## src/rtl/wb_traffic_gen.sv

```systemverilog
// rtl/wb_traffic_gen.sv - Wishbone burst write/read-back traffic generator with self-check
module wb_traffic_gen #(
  parameter int              DW         = 32,
  parameter int              AW         = 32,
  parameter int              BURST_LEN  = 8,
  parameter int              NUM_BURSTS = 4,
  parameter logic [AW-1:0]   BASE_ADDR  = '0,
  parameter logic [31:0]     SEED       = 32'hACE10001,
  parameter int              TIMEOUT    = 1024
) (
  input  logic              sys_clk,
  input  logic              RESETN,
  input  logic              sdr_init_done,
  input  logic              start,
  output logic              wb_cyc_o,
  output logic              wb_stb_o,
  output logic              wb_we_o,
  output logic [AW-1:0]     wb_addr_o,
  output logic [DW/8-1:0]   wb_sel_o,
  output logic [DW-1:0]     wb_dat_o,
  output logic [2:0]        wb_cti_o,
  input  logic              wb_ack_i,
  input  logic [DW-1:0]     wb_dat_i,
  output logic              busy,
  output logic              done,
  output logic              pass,
  output logic              timeout,
  output logic [15:0]       err_cnt,
  output logic [AW-1:0]     first_err_addr
);

  localparam int TOTAL = BURST_LEN * NUM_BURSTS;
  localparam int TW    = $clog2(TIMEOUT + 1);

  typedef enum logic [2:0] {S_IDLE, S_WAIT_INIT, S_WR, S_GAP, S_RD, S_FIN} state_t;

  state_t        state;
  logic          init_seen;
  logic          rd_phase;
  logic [31:0]   widx;
  logic [5:0]    beat;
  logic [TW-1:0] to_cnt;

  function automatic logic [DW-1:0] pat(input logic [31:0] n);
    logic [31:0] p;
    p = (n * 32'h9E3779B9) ^ SEED;
    return DW'(p);
  endfunction

  function automatic logic [AW-1:0] addr_of(input logic [31:0] n);
    return BASE_ADDR + AW'(n) * AW'(DW / 8);
  endfunction

  function automatic logic [2:0] cti_of(input logic [5:0] b);
    return (b == 6'(BURST_LEN - 1)) ? 3'b111 : 3'b010;
  endfunction

  // Word index after the current beat, and where the next burst starts from a gap
  logic [31:0] widx_inc;
  logic        beat_last;
  logic        to_rd;
  logic        rd_next;
  logic [31:0] gap_n;
  logic        mismatch;
  logic [15:0] err_next;

  assign widx_inc  = widx + 32'd1;
  assign beat_last = (beat == 6'(BURST_LEN - 1));
  assign to_rd     = !rd_phase && (widx == 32'(TOTAL));
  assign rd_next   = rd_phase | to_rd;
  assign gap_n     = to_rd ? 32'd0 : widx;
  assign mismatch  = (state == S_RD) && wb_ack_i && (wb_dat_i != pat(widx));
  assign err_next  = (mismatch && err_cnt != 16'hFFFF) ? err_cnt + 16'd1 : err_cnt;

  // Pass sequencer: every bus and status output is registered here
  always_ff @(posedge sys_clk or negedge RESETN) begin
    if (!RESETN) begin
      state          <= S_IDLE;
      init_seen      <= 1'b0;
      rd_phase       <= 1'b0;
      widx           <= '0;
      beat           <= '0;
      to_cnt         <= '0;
      wb_cyc_o       <= 1'b0;
      wb_stb_o       <= 1'b0;
      wb_we_o        <= 1'b0;
      wb_addr_o      <= '0;
      wb_sel_o       <= '0;
      wb_dat_o       <= '0;
      wb_cti_o       <= '0;
      busy           <= 1'b0;
      done           <= 1'b0;
      pass           <= 1'b0;
      timeout        <= 1'b0;
      err_cnt        <= '0;
      first_err_addr <= '0;
    end else begin
      case (state)
        S_IDLE: begin
          if (start) begin
            err_cnt        <= '0;
            first_err_addr <= '0;
            done           <= 1'b0;
            pass           <= 1'b0;
            timeout        <= 1'b0;
            busy           <= 1'b1;
            init_seen      <= 1'b0;
            rd_phase       <= 1'b0;
            widx           <= '0;
            state          <= S_WAIT_INIT;
          end
        end

        // Both present the first beat of a burst; WAIT_INIT only once init has been seen
        S_WAIT_INIT, S_GAP: begin
          if (state == S_GAP || init_seen) begin
            to_cnt    <= '0;
            beat      <= '0;
            widx      <= gap_n;
            rd_phase  <= rd_next;
            wb_cyc_o  <= 1'b1;
            wb_stb_o  <= 1'b1;
            wb_we_o   <= !rd_next;
            wb_sel_o  <= '1;
            wb_addr_o <= addr_of(gap_n);
            wb_dat_o  <= rd_next ? '0 : pat(gap_n);
            wb_cti_o  <= cti_of(6'd0);
            state     <= rd_next ? S_RD : S_WR;
          end else if (sdr_init_done) begin
            init_seen <= 1'b1;
          end
        end

        S_WR, S_RD: begin
          if (wb_ack_i) begin
            to_cnt <= '0;
            widx   <= widx_inc;
            if (state == S_RD) begin
              err_cnt <= err_next;
              if (mismatch && err_cnt == 16'd0) first_err_addr <= wb_addr_o;
            end
            if (beat_last) begin
              wb_cyc_o  <= 1'b0;
              wb_stb_o  <= 1'b0;
              wb_we_o   <= 1'b0;
              wb_sel_o  <= '0;
              wb_cti_o  <= '0;
              wb_addr_o <= '0;
              wb_dat_o  <= '0;
              if (state == S_RD && widx_inc == 32'(TOTAL)) begin
                busy  <= 1'b0;
                done  <= 1'b1;
                pass  <= (err_next == 16'd0);
                state <= S_FIN;
              end else begin
                state <= S_GAP;
              end
            end else begin
              beat      <= beat + 6'd1;
              wb_addr_o <= addr_of(widx_inc);
              wb_dat_o  <= (state == S_WR) ? pat(widx_inc) : '0;
              wb_cti_o  <= cti_of(beat + 6'd1);
            end
          end else if (to_cnt == TW'(TIMEOUT - 1)) begin
            // Slave stalled too long: abandon the pass and report it
            wb_cyc_o  <= 1'b0;
            wb_stb_o  <= 1'b0;
            wb_we_o   <= 1'b0;
            wb_sel_o  <= '0;
            wb_cti_o  <= '0;
            wb_addr_o <= '0;
            wb_dat_o  <= '0;
            timeout   <= 1'b1;
            done      <= 1'b1;
            pass      <= 1'b0;
            busy      <= 1'b0;
            state     <= S_FIN;
          end else begin
            to_cnt <= to_cnt + 1'b1;
          end
        end

        // Results stay visible in IDLE; dropping to IDLE only on start low forces a fresh edge
        S_FIN: begin
          if (!start) state <= S_IDLE;
        end

        default: state <= S_IDLE;
      endcase
    end
  end

endmodule
```

## config.mk

```make
export PLATFORM = sky130hd
export DESIGN_NAME = wb_traffic_gen
export DESIGN_NICKNAME = d
export VERILOG_FILES = /design/src/rtl/wb_traffic_gen.sv
export SDC_FILE = /design/constraint.sdc
export NUM_CORES = 2
export LEC_CHECK = 0
export CORE_MARGIN = 2
export CORE_UTILIZATION = 34
export DETAILED_ROUTE_END_ITERATION = 8
export GPL_ROUTABILITY_DRIVEN = 0
export GPL_TIMING_DRIVEN = 1
export PLACE_DENSITY = 0.53
export SYNTH_ARGS = -nofsm -noshare
export SYNTH_HDL_FRONTEND = slang
export SYNTH_SLANG_ARGS = --single-unit
```

## constraint.sdc

```tcl
create_clock -name sys_clk -period 9.7 [get_ports sys_clk]
set_clock_uncertainty 0.05 [all_clocks]
set_input_delay 2.425 -clock sys_clk [delete_from_list [all_inputs] [get_ports sys_clk]]
set_output_delay 2.425 -clock sys_clk [all_outputs]
set_load 0.1 [all_outputs]
```

; Yosys cells after proc, flatten, opt, wreduce, memory -nomap -nowiden
; Cells that the tools add are included.
[word_totals]
ff_bits = 179
wordCells = 168
[classes]
eq_ne = 27
n_reduce_logical = 30
multipliers = 3
bitwise_logic = 4
addsub = 4
mux = 82
[op_table]
columns = operator, n
row1 = two-way mux 32 bit, 16
row2 = one-hot mux 32 bit (2 select lines), 3
row3 = "multiplier 32 x 32 -> 32 bit, second input constant", 3
row4 = one-hot mux 32 bit (3 select lines), 1
row5 = "equality test 32 x 6 -> 1 bit, second input constant", 2
row6 = two-way mux 16 bit, 4
row7 = two-way mux 3 bit, 13
row8 = two-way mux 11 bit, 3
row9 = "adder 32 x 1 -> 32 bit, second input constant", 1
row10 = logical NOT 16 bit, 2
row11 = inequality test 32 bit, 1
row12 = one-hot mux 16 bit (2 select lines), 1
row13 = inverter 9 bit, 3
row14 = AND reduction 4 bit, 6
row15 = "inequality test 2 bit, second input constant", 11
row16 = one-hot mux 11 bit (2 select lines), 1
row17 = two-way mux 1 bit, 21
row18 = two-way mux 6 bit, 3
row19 = "adder 16 x 1 -> 16 bit, second input constant", 1
row20 = two-way mux 4 bit, 4
row21 = "inequality test 16 bit, second input constant", 1
row22 = one-hot mux 1 bit (2 select lines), 8
row23 = AND reduction 5 bit, 3
row24 = "equality test 6 x 3 -> 1 bit, second input constant", 2
row25 = other kinds (20), 36

; Longest topological paths before layout
[logic_depth]
word_depth = 11
ltp_mapped = 36
depth_no_buf = 34

; Worst setup path before layout
; Ideal clock, no wire load.
[synth_path]
path_type = reg2reg
startpoint = reg widx[0]
endpoint = reg wb_dat_o[31]
stages_incl_launch_ff = 35
path_slack_ps = 746
path_buffers = 3
required_time_ps = 9521
arrival_ps = 8775
path_cell_list = dfrtp_1 clkbuf_1 inv_1 ha_1 nand4b_1 nor3_1 nand4_1 or2_2 clkbuf_1 buf_1 nand2_1 inv_1 fa_1 fa_1 fa_1 fa_1 inv_1 fa_1 inv_1 fa_1 fa_1 inv_1 fa_1 inv_1 ha_1 a21o_1 a21o_1 a21oi_1 nand2_1 o211a_1 o311a_1 o41ai_1 xnor2_1 a22oi_1 o21ai_1
[synth_between]
elab_chain_cells = 8
word_cells_on_any_way = 15
[synth_rtl]
columns = element, line_no
row1 = from (decl), 40  ; logic [31:0] widx;
row2 = from (signal assigned), 119  ; widx <= gap_n;
row3 = from (signal assigned), 137  ; widx <= widx_inc;
row4 = "parallel branches: the longest is 7 deep, another holds adder 32 x 1 -> 32 bit", -
row5 = one-hot mux 32 bit (2 select lines) *, 98  ; case (state)
row6 = to (signal assigned), 126  ; wb_dat_o <= rd_next ? '0 : pat(gap_n);
row7 = to (signal assigned), 161  ; wb_dat_o <= (state == S_WR) ? pat(widx_inc) : '0;
row8 = to (decl), 20  ; output logic [DW-1:0] wb_dat_o,
; Mark *: on every way between the ends. The select of a mux whose other input is x is not followed.
; A chain may end at the register's enable or synchronous reset.

; Final worst setup path
[layout_path]
startpoint = reg widx[22]
endpoint = reg wb_dat_o[30]
[layout_between]
elab_chain_cells = 7
word_cells_on_any_way = 13
[layout_rtl]
columns = element, line_no
row1 = "parallel branches: the longest is 6 deep, another holds adder 32 x 1 -> 32 bit", -
row2 = one-hot mux 32 bit (2 select lines) *, 98
; Marked as above.

==> impl_metrics.ini <==
[status]
run_status = completed

[placed_design]
place_inst = 5559
portBuffers = 158
dp_hpwl_um = 111000
dpl_worst_slack_ns = 0.582

[clocking]
cts_setup_buffers = 0
cts_tree = built
numClockSinks = 170
cts_resized = 0
numCtsBuffers = 17
cts_max_path_buffers = 2
clk_pin_slew_ns = 0.08
clk_latency_ns = 0.53
cts_root_buf = clkbuf_16
htreeDepth = 4
cts_hold_buf = 0

[setup_path]
crit_arrival_ns = 9.58
worstSetupPathType = flip-flop to flip-flop
required_ns = 10.06
r2r_cells = 26
r2r_end = wb_dat_o[30]
rrSetupSlack_ns = 0.48
critPathMaxFanout = 10
worstSetupEndpointType = flip-flop
start_kind = flip-flop
timing.rr.start = widx[22]

[pwr]
comb_power_share = 0.765
p_leak_nw = 22.0
power.switching_w = 0.00431
finalPower_w = 0.00736
swShare = 0.586
ir_drop_uv = 165
p_int_w = 0.00304
power_frac_clock = 0.104
powerDensity_nw_per_um2 = 172
pwr-share-seq = 0.131

[route]
ant_nets = 0
wl_per_cell_um = 22.8
routed_wl_um = 127000
viasPerCell = 4.99
drc = 0
drt-initial-drc-count = 2086
drtPass1Iterations = 5
vias = 27904

[global_routing]
grt_max_degree = 78
first_global_vias = 29339
antenna_found_initial = 5
grt_usage = 0.225
grt-ovfl-total = 0
grt_first_pass_wirelength_um = 192000

[synthesis]
ys_ff_latch = 170
synth.distinct_cells = 86
synthFlopType = dfrtp_1
ys_async_sr_fraction = 1.00
avgSynthCellArea_um2 = 9.85
ys_warn_count = 0
synth_seq_area_share = 0.111
syn_area_um2 = 38300
syn_inst = 3890
synth_edf_count = 0

[hold_path]
min_path_cells = 2
hold_end = wb_dat_o[5]
worstHoldStart = wb_dat_o[5]
hp-class = flip-flop to flip-flop

[die]
fp-row-count = 123
dieArea_um2 = 115000
die_w_um = 340
die_h_um = 340
core_um2 = 112000
start_util = 0.342
ios = 163

[cells_and_area]
area_growth_pct = 11.8
nets = 5441
diodes = 0
final_common_cell = inv_1
mostFrequentLayoutCells = inv_1 (1026), fa_1 (686), ha_1 (640)
drive_above_1_share = 0.0450
stdcell_count = 5591

[timing]
post-route-period-util = 0.950
slew_viol_final = 0
period_minus_slack_ns = 9.22
worst_pin_slew_ns = 1.13
hold_violations = 0
finalSetupTns_ns = 0
slew_headroom = 0.247
setup_viol_count_final = 0
setup_ws_ns = 0.483
fmax_ghz = 0.109
rsz0062_at_grt = no

[run]
maxCapViolations = 0
==> logic make-up after synthesis <==
logic type	synth area share
and+or+nand+nor	0.0627
muxes	0.00297
buffers and inverters	0.111
AOI/OAI and AO/OA	0.0905
adders and majority gates	0.568
xor gates and xnor gates	0.0539
other	0.0000979
DFF	0.111
==> flip-flops by register name, summed over array words and instances, names as in the netlist <==
name,cells
busy,1
err_cnt,16
wb_sel_o,1
state,3
wb_dat_o,32
first_err_addr,30
widx,32
rd_phase,1
wb_addr_o,30
init_seen,1
wb_cti_o,2
beat,6
timeout,1
wb_we_o,1
pass,1
to_cnt,11
done,1
==> how the worst max path moves through the flow <==
stage	startpoint	end	slack, ns	depth (start not counted)
floorplan	widx[0]	wb_dat_o[31]	0.75	34
global placement	widx[22]	wb_dat_o[23]	0.70	33
detailed placement	widx[24]	wb_dat_o[31]	0.58	32
CTS	widx[22]	wb_dat_o[30]	0.55	26
global route	widx[22]	wb_dat_o[30]	0.08	26
finish	widx[22]	wb_dat_o[30]	0.48	26
==> cell type report <==
type	count	area, µm²
Clock buffer	17	425
Sequential cell	170	4250
Tap cell	1500	1880
Timing Repair Buffer	261	2380
Clock inverter	15	178
Fill cell	11318	69400
Inverter	1026	3850
Multi-Input combinational cell	2602	29900
==> routing by layer <==
metal / track usage / up-vias / share of wire
met5: 0 / - / 0
met4: 0.0786 / 0 / 0.036
met3: 0.0337 / 182 / 0.060
met2: 0.355 / 914 / 0.46
met1: 0.313 / 14185 / 0.45
li1: - / 12623 / -
==> power groups by stage <==
stage	logic (W)	registers [W]	clock network [W]
6_report	0.00562	0.000966	0.000765
5_1_grt	0.00612	0.000984	0.000806
4_1_cts	0.00563	0.000967	0.000784
3_5_place_dp	0.00558	0.000980	0
3_3_place_gp	0.00557	0.000977	0
2_1_floorplan	0.00305	0.00165	0
==> worst max-delay path, cell delays in order, from the launching register on <==
cell and delay, ns:
dfrtp_1 0.56, inv_1 0.19, ha_1 0.25, nand4_1 0.10
nor3_1 0.05, nand4_1 0.12, or2_2 0.27, inv_1 0.15
nor2_1 0.85, fa_1 0.61, fa_1 0.47, fa_1 0.42
fa_1 0.43, fa_1 0.57, inv_1 0.06, fa_1 0.55
fa_1 0.43, fa_1 0.49, inv_1 0.04, ha_1 0.18
or3_1 0.45, o41ai_1 0.69, nor3_1 0.14, nor3_1 0.39
o21ai_1 0.12, xor2_1 0.16, a221o_1 0.29
==> synth_stat cells (all sizes together), types with 15 or more instances <==
| cell type | count | area (µm²) |
|---|---|---|
| a22oi | 23 | 178 |
| o21a | 23 | 174 |
| and3 | 25 | 158 |
| nand3 | 36 | 180 |
| xnor2 | 180 | 1580 |
| a22o | 48 | 420 |
| dfrtp | 170 | 4250 |
| buf | 26 | 149 |
| a21oi | 85 | 440 |
| o21ai | 156 | 785 |
| clkbuf | 69 | 259 |
| a31oi | 15 | 93.8 |
| nor2 | 124 | 465 |
| fa | 686 | 13700 |
| nand2 | 176 | 661 |
| xor2 | 56 | 490 |
| a21o | 24 | 180 |
| or3 | 20 | 125 |
| nand2b | 20 | 125 |
| nand4 | 25 | 156 |
| ha | 640 | 8010 |
| nor3 | 35 | 175 |
| inv | 1026 | 3850 |
==> metrics by stage <==
| step | instance area [µm²] | hold slack, ns | utilization |
|---|---|---|---|
| 6_report | 42800 | 0.434 | 0.382 |
| 3_3_place_gp | 42200 | 0.410 | 0.376 |
| 2_1_floorplan | 38300 | 0.422 | - |
| 3_5_place_dp | 42200 | 0.421 | 0.376 |
| 4_1_cts | 42800 | 0.439 | 0.382 |
| 5_1_grt | 42800 | 0.452 | 0.382 |
(Power assumes the default switching activity.)
